## src/rtl/mux_2_1_helper_if.sv

```systemverilog
// -----------------------------------------------------------------------------
// mux_2_1_helper_if
// Bundles the input word (a1, a2, b), both valid/ready handshakes and the
// selected result of the registered 2:1 selector.
//   master : producer/consumer side (drives a1, a2, b, in_valid, out_ready)
//   slave  : the selector itself   (drives in_ready, res, out_valid[, res_par])
// res_par exists only when MUX21_PARITY_EN is defined.
// -----------------------------------------------------------------------------
interface mux_2_1_helper_if #(
    parameter int WIDTH = 1
);
    logic [WIDTH-1:0] a1;
    logic [WIDTH-1:0] a2;
    logic             b;
    logic             in_valid;
    logic             in_ready;
    logic [WIDTH-1:0] res;
    logic             out_valid;
    logic             out_ready;
`ifdef MUX21_PARITY_EN
    logic             res_par;
`endif

    modport master (
        output a1, a2, b, in_valid, out_ready,
`ifdef MUX21_PARITY_EN
        input  res_par,
`endif
        input  in_ready, res, out_valid
    );

    modport slave (
        input  a1, a2, b, in_valid, out_ready,
`ifdef MUX21_PARITY_EN
        output res_par,
`endif
        output in_ready, res, out_valid
    );
endinterface

```

## src/rtl/mux_2_1_helper.sv

```systemverilog
// -----------------------------------------------------------------------------
// mux_2_1_helper
// Registered 2:1 selector (res = b ? a2 : a1, bitwise over WIDTH) with a
// 2-entry skid buffer: the output register plus one skid register. in_ready
// is registered and one word per cycle flows under backpressure.
// Ports:
//   clk   : rising-edge clock
//   rst_n : synchronous active-low reset
//   bus   : mux_2_1_helper_if.slave (a1, a2, b, in_valid, in_ready,
//           res, out_valid, out_ready[, res_par])
// Optional feature: define MUX21_PARITY_EN to add res_par = ^res, carried
// through the same output/skid path as res.
// -----------------------------------------------------------------------------
module mux_2_1_helper #(
    parameter int WIDTH = 1
) (
    input  logic                   clk,
    input  logic                   rst_n,
    mux_2_1_helper_if.slave        bus
);
    typedef enum logic [1:0] {
        ST_EMPTY = 2'd0,
        ST_ONE   = 2'd1,
        ST_FULL  = 2'd2
    } state_t;

    state_t           state_reg, state_next;
    logic [WIDTH-1:0] res_reg, res_next;
    logic [WIDTH-1:0] skid_reg, skid_next;
    logic             out_valid_reg, out_valid_next;
    logic             in_ready_reg, in_ready_next;
    logic [WIDTH-1:0] sel_word;
    logic             accept;
    logic             drain;

`ifdef MUX21_PARITY_EN
    logic             res_par_reg, res_par_next;
    logic             skid_par_reg, skid_par_next;
    logic             sel_par;
    assign sel_par = ^sel_word;
`endif

    // Bitwise select; no arithmetic and no width change.
    genvar gi;
    generate
        for (gi = 0; gi < WIDTH; gi++) begin : g_sel
            assign sel_word[gi] = bus.b ? bus.a2[gi] : bus.a1[gi];
        end
    endgenerate

    // Handshake decodes depend only on control signals, so X data cannot
    // leak into the state, out_valid or in_ready registers.
    assign accept = bus.in_valid & in_ready_reg;
    assign drain  = out_valid_reg & bus.out_ready;

    always_comb begin
        state_next = state_reg;
        res_next   = res_reg;
        skid_next  = skid_reg;
`ifdef MUX21_PARITY_EN
        res_par_next  = res_par_reg;
        skid_par_next = skid_par_reg;
`endif
        case (state_reg)
            ST_EMPTY: begin
                if (accept) begin
                    res_next   = sel_word;
`ifdef MUX21_PARITY_EN
                    res_par_next = sel_par;
`endif
                    state_next = ST_ONE;
                end
            end
            ST_ONE: begin
                if (accept && drain) begin
                    // Replace the departing word directly: no bubble.
                    res_next = sel_word;
`ifdef MUX21_PARITY_EN
                    res_par_next = sel_par;
`endif
                end else if (accept) begin
                    skid_next  = sel_word;
`ifdef MUX21_PARITY_EN
                    skid_par_next = sel_par;
`endif
                    state_next = ST_FULL;
                end else if (drain) begin
                    state_next = ST_EMPTY;
                end
            end
            ST_FULL: begin
                // in_ready is low here, so only a drain can happen.
                if (drain) begin
                    res_next   = skid_reg;
`ifdef MUX21_PARITY_EN
                    res_par_next = skid_par_reg;
`endif
                    state_next = ST_ONE;
                end
            end
            default: begin
                state_next = ST_EMPTY;
            end
        endcase
        out_valid_next = (state_next != ST_EMPTY);
        in_ready_next  = (state_next != ST_FULL);
    end

    always_ff @(posedge clk) begin
        if (!rst_n) begin
            state_reg     <= ST_EMPTY;
            res_reg       <= '0;
            skid_reg      <= '0;
            out_valid_reg <= 1'b0;
            // Held low during reset; rises on the first edge out of reset.
            in_ready_reg  <= 1'b0;
`ifdef MUX21_PARITY_EN
            res_par_reg   <= 1'b0;
            skid_par_reg  <= 1'b0;
`endif
        end else begin
            state_reg     <= state_next;
            res_reg       <= res_next;
            skid_reg      <= skid_next;
            out_valid_reg <= out_valid_next;
            in_ready_reg  <= in_ready_next;
`ifdef MUX21_PARITY_EN
            res_par_reg   <= res_par_next;
            skid_par_reg  <= skid_par_next;
`endif
        end
    end

    assign bus.res       = res_reg;
    assign bus.out_valid = out_valid_reg;
    assign bus.in_ready  = in_ready_reg;
`ifdef MUX21_PARITY_EN
    assign bus.res_par   = res_par_reg;
`endif
endmodule

```

## src/flat_wrapper.sv

```systemverilog
// flat-port wrapper written by rule: the top's interface ports become plain ports
module mux_2_1_helper_flat 
#(
    parameter int WIDTH = 1
)
  (clk, rst_n, bus_a1, bus_a2, bus_b, bus_in_valid, bus_out_ready, bus_in_ready, bus_res, bus_out_valid);
  mux_2_1_helper_if #(.WIDTH(WIDTH)) bus_i ();
  input  logic clk;
  input  logic rst_n;
  input wire logic [$bits(bus_i.a1)-1:0] bus_a1;
  input wire logic [$bits(bus_i.a2)-1:0] bus_a2;
  input wire logic [$bits(bus_i.b)-1:0] bus_b;
  input wire logic [$bits(bus_i.in_valid)-1:0] bus_in_valid;
  input wire logic [$bits(bus_i.out_ready)-1:0] bus_out_ready;
  output wire logic [$bits(bus_i.in_ready)-1:0] bus_in_ready;
  output wire logic [$bits(bus_i.res)-1:0] bus_res;
  output wire logic [$bits(bus_i.out_valid)-1:0] bus_out_valid;
  assign bus_i.a1 = bus_a1;
  assign bus_i.a2 = bus_a2;
  assign bus_i.b = bus_b;
  assign bus_i.in_valid = bus_in_valid;
  assign bus_i.out_ready = bus_out_ready;
  assign bus_in_ready = bus_i.in_ready;
  assign bus_res = bus_i.res;
  assign bus_out_valid = bus_i.out_valid;
  mux_2_1_helper #(.WIDTH(WIDTH)) u_core (.clk(clk), .rst_n(rst_n), .bus(bus_i));
endmodule
```

## config.mk

```make
export PLATFORM = sky130hd
export DESIGN_NAME = mux_2_1_helper_flat
export DESIGN_NICKNAME = d
export VERILOG_FILES = /design/src/rtl/mux_2_1_helper_if.sv /design/src/rtl/mux_2_1_helper.sv /design/src/flat_wrapper.sv
export SDC_FILE = /design/constraint.sdc
export NUM_CORES = 1
export LEC_CHECK = 0
export ABC_AREA = 1
export BUFFER_PORTS_ARGS = -buffer_cell sky130_fd_sc_hd__buf_2
export CAP_MARGIN = 20
export CORE_AREA = 8 8 45 47
export DETAILED_ROUTE_END_ITERATION = 7
export DIE_AREA = 0 0 53 55
export PLACE_DENSITY = 0.52
export SYNTH_ARGS = -nofsm -noshare
export SYNTH_HDL_FRONTEND = slang
export SYNTH_SLANG_ARGS = --single-unit
```

## constraint.sdc

```tcl
create_clock -name clk -period 2.2 [get_ports clk]
set_input_delay 0.33 -clock clk [delete_from_list [all_inputs] [get_ports clk]]
set_output_delay 0.33 -clock clk [all_outputs]
set_load 0.1 [all_outputs]
```

==> impl_metrics.json, run 1 <==
{
  "min_period_ps": 1360,
  "hold_violations": 0,
  "max_slew_margin_pct": 67.6,
  "required_ps": 1870,
  "route.detailed.drc": 0,
  "chipWidth_um": 53,
  "cpPeakStageDelay_ps": 440,
  "cts_buffers": 3,
  "path_max_fanout": 3,
  "cp_slowest_cell": "buf_2",
  "h-tree-depth": 1,
  "synth_seq_cells": 6,
  "startpoint_type": "register",
  "synthesis.area_um2": 283,
  "fin_skew_ps": 0.163,
  "drive_gt1_share_pct": 24.6,
  "cts_tree": "done",
  "grt_pass1_wl_um": 966,
  "drv_cap": 0,
  "clk_pin_slew_ps": 40,
  "r2r-start": "u_core.state_reg[0]",
  "cts_resized": 0,
  "vias": 284,
  "synthCells": 45,
  "syn_area_per_cell_um2": 6.28,
  "numPortBuffers": 9,
  "cp_num_buf_inv": 1,
  "hp-start": "rst_n",
  "worst_pin_slew_ps": 489,
  "die_y_um": 55,
  "die-area_um2": 2920,
  "crit_chain": "buf_2",
  "drtAntennaViolNets": 0,
  "rsz0062_at_grt": "false",
  "grt_pass1_vias": 238,
  "netlist-cell-type-count": 10,
  "min_to": "u_core.bus.in_ready",
  "num_antenna_cells": 0,
  "holdBufCountCts": 0,
  "start_util_pct": 20.4,
  "antenna_found_initial": 0,
  "finalPower_mw": 0.529,
  "final_common_cell": "nand2_1",
  "min_path_cells": 3,
  "grtUsageTotal_pct": 4.87,
  "post-cts-setup-buffer-count": 0,
  "critPathArrivalTime_ps": 1030,
  "crit_path_end_kind": "output port",
  "status": "completed",
  "setup_viol_count_final": 0,
  "dr.pass1.iters": 3,
  "finalNetCount": 66,
  "post-route-period-util_pct": 61.8,
  "wl_met1_um": 258,
  "viasPerCell": 3.89,
  "yosys_warnings": 0,
  "finalMaxSlewViolations": 0,
  "final_cell_mix": "nand2_1, buf_2, inv_1",
  "hold_slack_ps": 344,
  "grt_max_degree": 6,
  "ff2ff_setup_slack_ps": 1240,
  "drt_iter0_drc": 7,
  "largest_reg_flops": 2,
  "area_growth_pct": 31.0,
  "reg2regPathDepth": 7,
  "hold_class": "input port to register",
  "place_hpwl_um": 470,
  "seq_area_frac_synth_pct": 42.5,
  "routed_wl_um": 568,
  "numClockSinks": 6,
  "ir_drop_mv": 0.395,
  "final_area_um2": 370,
  "rows": 14,
  "wl_met2_um": 239,
  "dpl_cell_area_um2": 348,
  "mappedNetlistNets": 52,
  "cts_buffer_depth": 2,
  "top_layer_used": "met4",
  "wl_per_cell_um": 7.78,
  "r2r_end": "u_core.bus.out_valid",
  "insertion_delay_ps": 240,
  "route.met3.wl_um": 50,
  "fin_setup_tns_ps": 0,
  "clock.fmax_mhz": 735,
  "coreArea_um2": 1380,
  "critical-path-top-delay-family": "buffers and inverters",
  "grt-ovfl-total": 0,
  "power.density_nw_per_um2": 1430,
  "crit_type": "register to output port",
  "root_buffer": "clkbuf_4",
  "gp_congestion": 0.680,
  "ios": 10,
  "p_leak_nw": 0.213
}
==> report_power, final <==
group	internal, mW	switching [mW]	total [mW]
clock network	0.0616	0.0385	0.100
registers	0.142	0.0240	0.166
logic	0.0553	0.208	0.263
total	0.259	0.271	0.529
==> routing by layer <==
layer  track usage, %  up-vias
met1             5.19      115
met2             5.66        7
li1                 -      160
met4             7.76        0
met3             2.14        2
met5                0        -
==> per-stage QoR <==
| stage | instances | setup slack [ps] | utilization [%] |
|---|---|---|---|
| after floorplan | 45 | 604 | - |
| after global placement | 70 | 1100 | 25.1 |
| after detailed placement | 70 | 1090 | 25.1 |
| after CTS | 73 | 821 | 26.8 |
| after global routing | 73 | 790 | 26.8 |
| final | 73 | 840 | 26.8 |
==> worst max path at each step <==
| stage | start | endpoint | slack (ps) | cells after the start |
|---|---|---|---|---|
| after floorplan | u_core.bus.out_valid | u_core.bus.res | 600 | 5 |
| after CTS | u_core.bus.in_ready | bus_in_ready | 820 | 1 |
| after global routing | u_core.bus.in_ready | bus_in_ready | 790 | 1 |
| final | u_core.bus.in_ready | bus_in_ready | 840 | 1 |
| after detailed placement | u_core.bus.in_ready | bus_in_ready | 1090 | 1 |
| after global placement | u_core.bus.in_ready | bus_in_ready | 1100 | 1 |
==> area by class of cell <==
| cell class | count | area [um2] |
|---|---|---|
| clock buffers | 3 | 22.5 |
| fillers | 155 | 1010 |
| inverters | 9 | 33.8 |
| multi-input cells | 30 | 129 |
| flip-flops and latches | 6 | 120 |
| well taps | 16 | 20.0 |
| repair buffers | 9 | 45.0 |
==> synth_stat cells (all sizes together) <==
cell | number | area, um2
a21oi | 2 | 10.0
inv | 8 | 30.0
nor2 | 6 | 22.5
dfxtp | 6 | 120
nand3 | 4 | 25.0
o21ai | 1 | 5.00
nand2 | 17 | 66.3
clkinv | 1 | 3.75
==> logic make-up after synthesis <==
logic type | synth area share [%]
DFF | 42.5
and+or+nand+nor | 40.3
AOI/OAI and AO/OA | 5.31
buffers and inverters | 11.9
==> worst reg2reg max path: stages (launching register included) <==
cell	delay, ps
dfxtp_1	390
inv_1	70
nand2_1	80
nand2_1	70
nand2_2	70
nand2_1	50
nand2_1	80
nand2_1	50
Note: power is estimated with default switching activity, not from simulation.
==> run 2, diff against run 1 <==
==> constraint.sdc (replaced) <==
create_clock -name clk -period 1.36 [get_ports clk]
set_input_delay 0.204 -clock clk [delete_from_list [all_inputs] [get_ports clk]]
set_output_delay 0.204 -clock clk [all_outputs]
set_load 0.1 [all_outputs]
==> impl_metrics.json, run 2 (synthesis gave the netlist of run 1 again) <==
{
  "grt-ovfl-total": 0,
  "p_leak_nw": 0.213,
  "max_slew_margin_pct": 67.6,
  "dpl_cell_area_um2": 350,
  "critical_path_depth": 1,
  "final_area_um2": 373,
  "final_common_cell": "nand2_1",
  "rows": 14,
  "crit_path_start": "u_core.bus.in_ready",
  "min_path_cells": 3,
  "hold_violations": 0,
  "ff2ff_setup_slack_ps": 400,
  "cts_tree": "done",
  "cp_slowest_cell": "buf_2",
  "numPortBuffers": 9,
  "finalNetCount": 66,
  "grt_pass1_vias": 227,
  "finalMaxSlewViolations": 0,
  "die-area_um2": 2920,
  "n_fill_cell": 171,
  "seqPwrFrac_pct": 31.2,
  "wl_per_cell_um": 7.89,
  "critPathArrivalTime_ps": 1010,
  "ios": 10,
  "insertion_delay_ps": 250,
  "drv_cap": 0,
  "min_period_ps": 1210,
  "start_util_pct": 20.4,
  "routed_wl_um": 576,
  "cts_buffer_depth": 2,
  "crit_chain": "buf_2",
  "largest_reg_flops": 2,
  "final_cell_mix": "nand2_1, buf_2, inv_1",
  "p_switching_mw": 0.448,
  "p_int_mw": 0.423,
  "fin_skew_ps": 0.633,
  "worst_pin_slew_ps": 489,
  "power.density_nw_per_um2": 2340,
  "cts_resized": 0,
  "die_y_um": 55,
  "dr.pass1.iters": 1,
  "required_ps": 1160,
  "path_max_fanout": 3,
  "cts_buffers": 3,
  "place_hpwl_um": 473,
  "route.detailed.drc": 0,
  "pwr-share-comb_pct": 49.2,
  "drtAntennaViolNets": 0,
  "rsz0062_at_grt": "false",
  "r2r_end": "u_core.bus.out_valid",
  "clkPwrFrac_pct": 19.6,
  "crit_type": "register to output port",
  "fin_setup_tns_ps": 0,
  "grtUsageTotal_pct": 4.65,
  "reg2regPathDepth": 7,
  "num_antenna_cells": 0,
  "chipWidth_um": 53,
  "area_growth_pct": 31.9,
  "hold_class": "input port to register",
  "grt_max_degree": 6,
  "startpoint_type": "register",
  "endpoint": "bus_in_ready",
  "cp_num_buf_inv": 1,
  "drive_gt1_share_pct": 28.1,
  "post-cts-setup-buffer-count": 0,
  "clock.fmax_mhz": 825,
  "cpPeakStageDelay_ps": 420,
  "gp_congestion": 0.651,
  "critical-path-top-delay-family": "buffers and inverters",
  "status": "completed",
  "vias": 281,
  "hold_slack_ps": 204,
  "crit_path_end_kind": "output port",
  "coreArea_um2": 1380,
  "ir_drop_mv": 0.695,
  "finish.utilization_pct": 26.9,
  "setup_viol_count_final": 0,
  "clk_pin_slew_ps": 50,
  "h-tree-depth": 1,
  "r2r-start": "u_core.state_reg[0]",
  "antenna_found_initial": 0,
  "swShare_pct": 51.4,
  "grt_pass1_wl_um": 910,
  "viasPerCell": 3.85,
  "root_buffer": "clkbuf_4",
  "drt_iter0_drc": 0,
  "numClockSinks": 6,
  "holdBufCountCts": 0,
  "post-route-period-util_pct": 89.1
}
==> run 2: cell counts in the layout (fill, tap and decap cells not counted) <==
Identical to the previous run, type by type.
==> run 2: layout make-up <==
type                            count  area (um2)  share of cell area, %
Inverter                            9        33.8                   9.06
Timing Repair Buffer                9        45.0                   12.1
Sequential cell                     6         123                   32.9
Multi-Input combinational cell     30         129                   34.6
Tap cell                           16        20.0                   5.37
Clock buffer                        3        22.5                   6.04
==> run 2: metal layers <==
layer	part of all wire (%)	GRT usage, %
met1	43	4.43
met2	41	5.86
met3	10	2.14
met4	5.9	7.76
met5	0	0
==> run 2: worst min path at each step <==
| stage | startpoint | endpoint | slack, ps |
|---|---|---|---|
| 6_report | rst_n | u_core.bus.in_ready | 200 |
| 5_1_grt | rst_n | u_core.bus.in_ready | 220 |
| 4_1_cts | rst_n | u_core.bus.in_ready | 200 |
| 3_5_place_dp | rst_n | u_core.bus.in_ready | 460 |
| 3_3_place_gp | rst_n | u_core.bus.in_ready | 470 |
| 2_1_floorplan | rst_n | u_core.bus.in_ready | 310 |
==> run 2: metrics by stage <==
step                      total power, mW  std cells  setup slack, ps
after floorplan                     0.638         45             93.6
final                               0.871         73              149
after detailed placement            0.710         70              401
after global placement              0.708         70              406
after CTS                           0.884         73              139
after global routing                0.930         73              122
==> run 2: power by group through the flow <==
stage                     sequential (mW)  clock (mW)  combinational [mW]
after floorplan                     0.493           0               0.145
after global placement              0.275           0               0.433
after detailed placement            0.275           0               0.435
after CTS                           0.272       0.177               0.435
after global routing                0.278       0.185               0.467
final                               0.272       0.171               0.429
